**src/rtl/noc_pkg.sv**
```systemverilog
// Shared ring-NoC definitions: packet field layout, node/timestamp types,
// and the ejection FSM state encoding used by the local packet sink.
package noc_pkg;

  localparam int VALID_BIT = 48;
  localparam int TS_MSB    = 47;
  localparam int TS_LSB    = 32;
  localparam int SRC_MSB   = 31;
  localparam int SRC_LSB   = 16;
  localparam int DST_MSB   = 15;
  localparam int DST_LSB   = 0;

  localparam int NODE_ID_W = 16;
  localparam int TS_W      = 16;

  typedef logic [NODE_ID_W-1:0] node_id_t;
  typedef logic [TS_W-1:0]      timestamp_t;

  typedef enum logic {
    EJ_READY = 1'b0,
    EJ_STALL = 1'b1
  } ej_state_t;

  // Modulo-2^16 age of a packet; unsigned wrap handles timestamp rollover.
  function automatic timestamp_t packet_age(input timestamp_t now, input timestamp_t ts);
    return timestamp_t'(now - ts);
  endfunction

endpackage

```
**src/rtl/packet_sink_stats.sv**
```systemverilog
// Statistics stage of the local sink: turns one captured packet per cycle
// into latency, count, misroute and completion statistics.
module packet_sink_stats
  import noc_pkg::*;
#(
  parameter int ROUTER_ID            = 0,
  parameter int NUM_PACKETS_EXPECTED = 20
) (
  input  logic             clk,
  input  logic             rst_n,
  input  logic             s1_valid,
  input  timestamp_t       s1_ts,
  input  timestamp_t       s1_now,
  input  node_id_t         s1_src,
  input  node_id_t         s1_dst,
  output logic [63:0]      total_packet_received,
  output logic [63:0]      total_latency,
  output logic [15:0]      max_latency,
  output logic [15:0]      misrouted_cnt,
  output logic [15:0]      last_src,
  output logic             all_received
);

  timestamp_t  latency;
  logic [63:0] next_count;
  logic        misrouted;

  always_comb begin
    latency    = packet_age(s1_now, s1_ts);
    next_count = total_packet_received + 64'd1;
    misrouted  = (s1_dst != node_id_t'(ROUTER_ID));
  end

  // Misrouted packets still count toward the totals; only the misroute
  // counter saturates, the 64-bit accumulators are allowed to wrap.
  always_ff @(posedge clk or negedge rst_n) begin
    if (!rst_n) begin
      total_packet_received <= '0;
      total_latency         <= '0;
      max_latency           <= '0;
      misrouted_cnt         <= '0;
      last_src              <= '0;
      all_received          <= 1'b0;
    end else if (s1_valid) begin
      total_packet_received <= next_count;
      total_latency         <= total_latency + {48'd0, latency};
      if (latency > max_latency) begin
        max_latency <= latency;
      end
      last_src <= s1_src;
      if (misrouted && (misrouted_cnt != 16'hFFFF)) begin
        misrouted_cnt <= misrouted_cnt + 16'd1;
      end
      if (next_count >= 64'(NUM_PACKETS_EXPECTED)) begin
        all_received <= 1'b1;
      end
    end
  end

endmodule

```
**src/rtl/packet_sink_local.sv**
```systemverilog
// Local ejection endpoint of a ring-NoC router: valid/ready intake throttled
// by a stall FSM, a one-entry capture stage, and the statistics sub-block.
module packet_sink_local
  import noc_pkg::*;
#(
  parameter int NUM_NODES            = 8,
  parameter int ROUTER_ID            = 0,
  parameter int PACKET_SIZE          = 49,
  parameter int EJECT_CYCLE          = 1,
  parameter int NUM_PACKETS_EXPECTED = 20
) (
  input  logic                   clk,
  input  logic                   rst_n,
  input  logic [15:0]            clk_counter,
  input  logic                   packet_valid,
  input  logic [PACKET_SIZE-1:0] packet,
  output logic                   packet_ready,
  output logic [63:0]            total_packet_received,
  output logic [63:0]            total_latency,
  output logic [15:0]            max_latency,
  output logic [15:0]            misrouted_cnt,
  output logic [15:0]            last_src,
  output logic                   all_received
);

  localparam int CNT_W = (EJECT_CYCLE > 1) ? $clog2(EJECT_CYCLE) : 1;

  ej_state_t        state, next_state;
  logic [CNT_W-1:0] stall_cnt, next_stall_cnt;
  logic             transfer;

  logic       s1_valid;
  timestamp_t s1_ts;
  timestamp_t s1_now;
  node_id_t   s1_src;
  node_id_t   s1_dst;

  // State register for the ejection throttle.
  always_ff @(posedge clk or negedge rst_n) begin
    if (!rst_n) begin
      state     <= EJ_READY;
      stall_cnt <= '0;
    end else begin
      state     <= next_state;
      stall_cnt <= next_stall_cnt;
    end
  end

  // Ready depends only on state so the sender never sees a valid->ready loop.
  always_comb begin
    next_state     = state;
    next_stall_cnt = stall_cnt;
    packet_ready   = 1'b0;
    transfer       = 1'b0;
    case (state)
      EJ_READY: begin
        packet_ready = 1'b1;
        transfer     = packet_valid;
        if (packet_valid && (EJECT_CYCLE > 1)) begin
          next_state     = EJ_STALL;
          next_stall_cnt = CNT_W'(EJECT_CYCLE - 1);
        end
      end
      EJ_STALL: begin
        if (stall_cnt <= CNT_W'(1)) begin
          next_state     = EJ_READY;
          next_stall_cnt = '0;
        end else begin
          next_stall_cnt = stall_cnt - CNT_W'(1);
        end
      end
      default: begin
        next_state     = EJ_READY;
        next_stall_cnt = '0;
      end
    endcase
  end

  // Capture stage: holds each accepted packet for exactly one cycle, so a
  // new capture and the stats update of the previous one share an edge.
  always_ff @(posedge clk or negedge rst_n) begin
    if (!rst_n) begin
      s1_valid <= 1'b0;
      s1_ts    <= '0;
      s1_now   <= '0;
      s1_src   <= '0;
      s1_dst   <= '0;
    end else if (transfer) begin
      s1_valid <= packet[VALID_BIT];
      s1_ts    <= packet[TS_MSB:TS_LSB];
      s1_now   <= clk_counter;
      s1_src   <= packet[SRC_MSB:SRC_LSB];
      s1_dst   <= packet[DST_MSB:DST_LSB];
    end else begin
      s1_valid <= 1'b0;
    end
  end

  packet_sink_stats #(
    .ROUTER_ID            (ROUTER_ID),
    .NUM_PACKETS_EXPECTED (NUM_PACKETS_EXPECTED)
  ) u_stats (
    .clk                   (clk),
    .rst_n                 (rst_n),
    .s1_valid              (s1_valid),
    .s1_ts                 (s1_ts),
    .s1_now                (s1_now),
    .s1_src                (s1_src),
    .s1_dst                (s1_dst),
    .total_packet_received (total_packet_received),
    .total_latency         (total_latency),
    .max_latency           (max_latency),
    .misrouted_cnt         (misrouted_cnt),
    .last_src              (last_src),
    .all_received          (all_received)
  );

endmodule

```
**config.mk**
```make
export PLATFORM = sky130hd
export DESIGN_NAME = packet_sink_local
export DESIGN_NICKNAME = d
export VERILOG_FILES = /design/src/rtl/noc_pkg.sv /design/src/rtl/packet_sink_stats.sv /design/src/rtl/packet_sink_local.sv
export SDC_FILE = /design/constraint.sdc
export NUM_CORES = 1
export LEC_CHECK = 0
export CELL_PAD_IN_SITES_DETAIL_PLACEMENT = 1
export CELL_PAD_IN_SITES_GLOBAL_PLACEMENT = 1
export CORE_MARGIN = 8
export CORE_UTILIZATION = 41
export CTS_BUF_LIST = sky130_fd_sc_hd__clkbuf_16
export DETAILED_ROUTE_END_ITERATION = 8
export PLACE_DENSITY = 0.88
export SKIP_LAST_GASP = 1
export SLEW_MARGIN = 25
export SYNTH_ARGS = -nofsm -noshare
export SYNTH_HDL_FRONTEND = slang
export SYNTH_SLANG_ARGS = --single-unit
```
**constraint.sdc**
```tcl
create_clock -name clk -period 5.8 [get_ports clk]
set_input_delay 1.16 -clock clk [delete_from_list [all_inputs] [get_ports clk]]
set_output_delay 1.16 -clock clk [all_outputs]
set_load 0.1 [all_outputs]
```
Yosys cells after proc, flatten, opt, wreduce, memory -nomap -nowiden
Index checks and enable logic that the tools add are counted.
{ "word_totals": {"register_bits": 244, "input_bits": 68, "out_inout_bits": 178, "word_cells": 33} }
{ "classes": {"n_addsub": 5, "order_cmp": 3, "n_eq_ne": 1, "n_mux": 6, "reduce_logical": 5} }
{ "op_table": {"columns": ["cell", "n"], "rows": [
  ["64-bit by 1-bit adder with 64-bit output (second input constant)", 1],
  ["64-bit by 16-bit adder with 64-bit output", 1],
  ["64-bit by 5-bit greater-or-equal comparator with 1-bit output (second input constant)", 1],
  ["16-bit by 1-bit adder with 16-bit output (second input constant)", 1],
  ["16-bit > comparator", 1],
  ["16-bit inequality test (second input constant)", 1],
  ["16-bit nonzero test", 1],
  ["16-bit subtractor", 1],
  ["1-bit 2-to-1 mux", 6],
  ["2-bit AND reduction", 3],
  ["1-bit <= comparator (second input constant)", 1],
  ["1-bit logical AND", 1],
  ["1-bit subtractor (second input constant)", 1]
]} }

Longest topological paths before layout
{ "logic_depth": {"depth_word": 3, "mapped_depth": 21, "ltp_nobuf": 20} }

Cells and area by module
Synthesis repeated with hierarchy kept, for this count alone.
{ "unflattened": {"cells_unflattened": 1260, "hier_area_um2": 13441.6} }
{ "modules_own_cells": {"columns": ["module", "instances", "cells_per_inst", "area_per_inst_um2"], "rows": [
  ["packet_sink_stats", 1, 1121, 10820.4],
  ["packet_sink_local", 1, 139, 2621.3]
]} }

Worst setup path after synthesis
Ideal clock, no wire load.
{ "synth_path": {"path_type": "register to register", "start": "reg s1_now[0]", "end": "reg u_stats.max_latency[10]", "t_arrival_ps": 4347, "path_slack_ps": 1328, "path_stages_with_launch": 20, "cell_sequence": "dfrtp_1 inv_1 ha_1 inv_1 fa_1 a21o_1 a211oi_1 nor2_1 o41ai_1 o211ai_1 a21oi_1 xnor2_1 ha_1 nand2_1 nor2_1 a2111oi_0 o21ai_0 o31ai_1 clkbuf_1 mux2_2"} }
{ "synth_via": {"elab_chain_cells": 3} }
{ "synth_lines": {"columns": ["item", "line_no", "source"], "rows": [
  ["start: declaration", "packet_sink_local.sv:34", "timestamp_t s1_now;"],
  ["start signal: assignment", "packet_sink_local.sv:91", "s1_now <= clk_counter;"],
  ["16-bit subtractor", "noc_pkg.sv:26", "return timestamp_t'(now - ts);"],
  ["named net u_stats.latency[12]", "packet_sink_stats.sv:24", "timestamp_t latency;"],
  ["16-bit > comparator", "packet_sink_stats.sv:47", "if (latency > max_latency) begin"],
  ["2-bit AND reduction (no source line)", null, null],
  ["end signal: assignment", "packet_sink_stats.sv:48", "max_latency <= latency;"],
  ["end: declaration", "packet_sink_stats.sv:18", "output logic [15:0] max_latency,"]
]} }
The timed path passes the listed nets, and every way through them passes these cells.
A chain may end at the register's enable or synchronous reset.

Worst setup path after layout
{ "layout_path": {"start": "reg s1_ts[1]", "end": "reg u_stats.total_latency[49]"} }
{ "layout_via": {"elab_chain_cells": 2} }
{ "layout_lines": {"columns": ["item", "line_no", "source"], "rows": [
  ["start: declaration", "packet_sink_local.sv:33", "timestamp_t s1_ts;"],
  ["start signal: assignment", "packet_sink_local.sv:90", "s1_ts <= packet[TS_MSB:TS_LSB];"],
  ["16-bit subtractor", "noc_pkg.sv:26", null],
  ["named net u_stats.latency[15]", "packet_sink_stats.sv:24", null],
  ["64-bit by 16-bit adder with 64-bit output", "packet_sink_stats.sv:46", "total_latency <= total_latency + {48'd0, latency};"],
  ["end signal: assignment", "packet_sink_stats.sv:46", null],
  ["end: declaration", "packet_sink_stats.sv:17", "output logic [63:0] total_latency,"]
]} }
The timed path passes the listed nets, and every way through them passes these cells.

==> summary.md <==
| Metric | Value |
|---|---|
| P_leak | 7.23 nW |
| Async set or reset register ratio after synthesis | 100% |
| Antenna violations before repair | 0 |
| Antenna-violating nets left | 0 |
| CORE AREA | 32,300 um2 |
| Fillers | 3,487 |
| Crit start category | flop |
| Vias per std cell | 5.62 |
| Die ar. | a little under 40,000 um2 |
| Largest net degree at the start of global routing | 147 |
| Htree depth | 1 |
| Total GRT Usage | about 23% |
| VDD IR max | approximately 0.00046 V |
| Worst-Margin Slew | 1110 ps |
| Top cells by area, synth | dfrtp_1 (45%), xnor2_1 (8.1%), mux2_2 (7.9%), ha_1 (4.6%), xor2_1 (3.9%) |
| Highest-count cells in the layout ignoring fill and taps | dfrtp_1 (241), clkdlybuf4s50_1 (240), xnor2_1 (123) |
| Pins Over Slew Limit | 0 |
| Clock sink count | 242 |
| Worst EP required | 6270 ps |
| Worst-path fanout max | 5 |
| DRC viols | 0 |
| Initial Util | slightly above 40% |
| Post-synth top area share | a little under half |
| Register area share after synthesis | 45.4% |
| Fin area | 17,000 um2 |
| Hold WS | 468 ps |
| Clock Path Buffers | 3 |
| Number of synthesized flops with an enable pin | 0 |
| PostCTS Resize Cnt | 0 |
| Share of layout cells above drive strength 1 | about a tenth |
| Syn nets | 1,421 |
| Final core utilization | 52.7% |
| Critical path arrival | 5550 ps |
| Worst r2r path cells | 18 |
| Root buf cell | clkbuf_16 |
| Area leader, netlist | dfrtp_1 |
| Post-placement cell area | ~16,000 um2 |
| Area growth syn-to-layout | 27.8% |
| Total power | between 0.007 and 0.008 W |
| Maximum clock frequency | a little under 200 MHz |
| First-pass GRT wire length | 71,200 um |
| Chip Height | between 150 and 200 um |
| Ports | 246 |
| FF+latch count, synth | 242 |
| Synth Instances | between 1,000 and 1,500 |
| Setup TNS | 0 ps |
| Nets@finish | roughly 1,600 |
| Hold WC Path Type | in -> async |
| Vias | 11,200 |
| CTS tree | built |
| Post-synthesis area per instance | a little over 10 um2 |
| Post-CTS setup buffer count | 0 |
| Fin crit share | 87.5% |
| Yosys warns | 0 |
| Reg clk slew, reported paths | 60 ps |
| RD Place Congestion | just over 0.9 |
| PD cells | 440 nW/um2 |
| Vias in the first global route | 12,300 |
| Final setup violation count | 0 |
| Die X | between 150 and 200 um |
| HPWL Detailed | 32,200 um |
| Routed wire length | ~45,000 um |
| Clock Latency Late Sink | about 570 ps |
| Cts bufs inserted | 29 |
| Max-cap viol count | 0 |
| CP Capture Type | flop |
| # rows | 66 |
| Setup CP Type | reg -> reg |
| IO buf count | roughly 240 |
| Worst slew margin | 25.9% |
| Setup Skew | 15.4 ps |
| Library cells used by synthesis | 70 |
| DR pass1 iterations | 4 |
| Total grt overflow | 0 |
| Mapped cell area | 13,300 um2 |
| Routed length per placed instance | 22.5 um |
| RSZ-0062 raised after global routing | false |
| Top FF cell, synth | dfrtp_1 |
| Final worst path period need | 5070 ps |
| Commonest non-fill, non-tap cell in the layout | dfrtp_1 |
| Hold bufs inserted after CTS | 0 |
| Status | finished clean |
| Initial DRC count | 680 |
| Final hold viol count | 0 |
-- cells by family after synthesis --
logic type | synth area share (%)
adder cells (fa/ha/maj) | 4.90
XOR/XNOR | 12.0
AO/OA/AOI/OAI | 7.21
flip-flops | 45.4
multiplexers | 8.09
other | 0.0281
buffers and inverters | 3.21
AND/OR/NAND/NOR | 19.2
-- Yosys cell counts, types with 23 or more instances --
| cell type | count |
|---|---|
| a21oi_1 | 35 |
| and3_1 | 42 |
| clkbuf_1 | 50 |
| dfrtp_1 | 242 |
| ha_1 | 49 |
| inv_1 | 46 |
| mux2_2 | 94 |
| nand2_1 | 108 |
| nand3_1 | 63 |
| nand4_1 | 60 |
| nor2_1 | 70 |
| nor3_1 | 38 |
| nor4_1 | 23 |
| o21ai_0 | 31 |
| xnor2_1 | 123 |
| xor2_1 | 59 |
-- report_power, final --
part / switching (W) / internal (W)
logic: 0.00248 / 0.00108
registers: 0.000250 / 0.00193
clock network: 0.000768 / 0.000997
-- stage by stage --
stage	setup WS, ps	std cells
2_1_floorplan	1330	1302
3_3_place_gp	1060	1932
3_5_place_dp	949	1932
4_1_cts	831	1984
5_1_grt	473	1984
6_report	727	1985
-- state kept, by name, summed over array words and instances, names as in the netlist --
| signal | cells |
|---|---|
| s1_dst | 16 |
| u_stats.last_src | 16 |
| s1_valid | 1 |
| u_stats.misrouted_cnt | 16 |
| u_stats.total_latency | 64 |
| s1_now | 16 |
| u_stats.all_received | 1 |
| u_stats.total_packet_received | 64 |
| s1_ts | 16 |
| u_stats.max_latency | 16 |
| s1_src | 16 |
-- metal layers --
metal	vias up	track usage (%)	routed length, um
met5	-	0	0
met4	0	6.49	1150
met3	80	6.53	3360
met2	313	40.9	22600
met1	5675	26.3	17600
li1	5082	-	-
-- critical path: stages (launching register included) --
cell and delay (ps):
dfrtp_1 350, inv_1 110, ha_1 240, nor2b_1 150
o31ai_1 320, a2111oi_0 240, a2111oi_0 630, nor2_1 180
a211o_1 340, a21oi_1 200, xor2_1 120, ha_1 380
and2_1 200, nand2_1 90, a21boi_0 310, nor2_1 180
nor3_1 460, and3_1 280, xor2_1 200
-- final cells by class --
type	instances	area, um2	share of cell area [%]
clock inverters	23	173	1.01
multi-input cells	951	6850	40.2
diodes	1	2.50	0.0147
inverters	46	173	1.01
well taps	442	553	3.25
clock buffers	29	726	4.26
repair buffers	251	2500	14.7
flip-flops and latches	242	6060	35.6
-- path summary, 6_finish.rpt --
kind | startpoint | slack [ps] | endpoint
worst max-delay path | s1_ts[1] | 730 | u_stats.total_latency[49]
max in group asynchronous | rst_n | 4130 | s1_valid
worst min-delay path | rst_n | 470 | u_stats.total_packet_received[28]
worst min register to register | u_stats.total_latency[63] | 470 | u_stats.total_latency[63]
min in group clk | u_stats.total_latency[63] | 470 | u_stats.total_latency[63]
worst max register to register | s1_ts[1] | 730 | u_stats.total_latency[49]
Power figures use the tool's default switching activity.
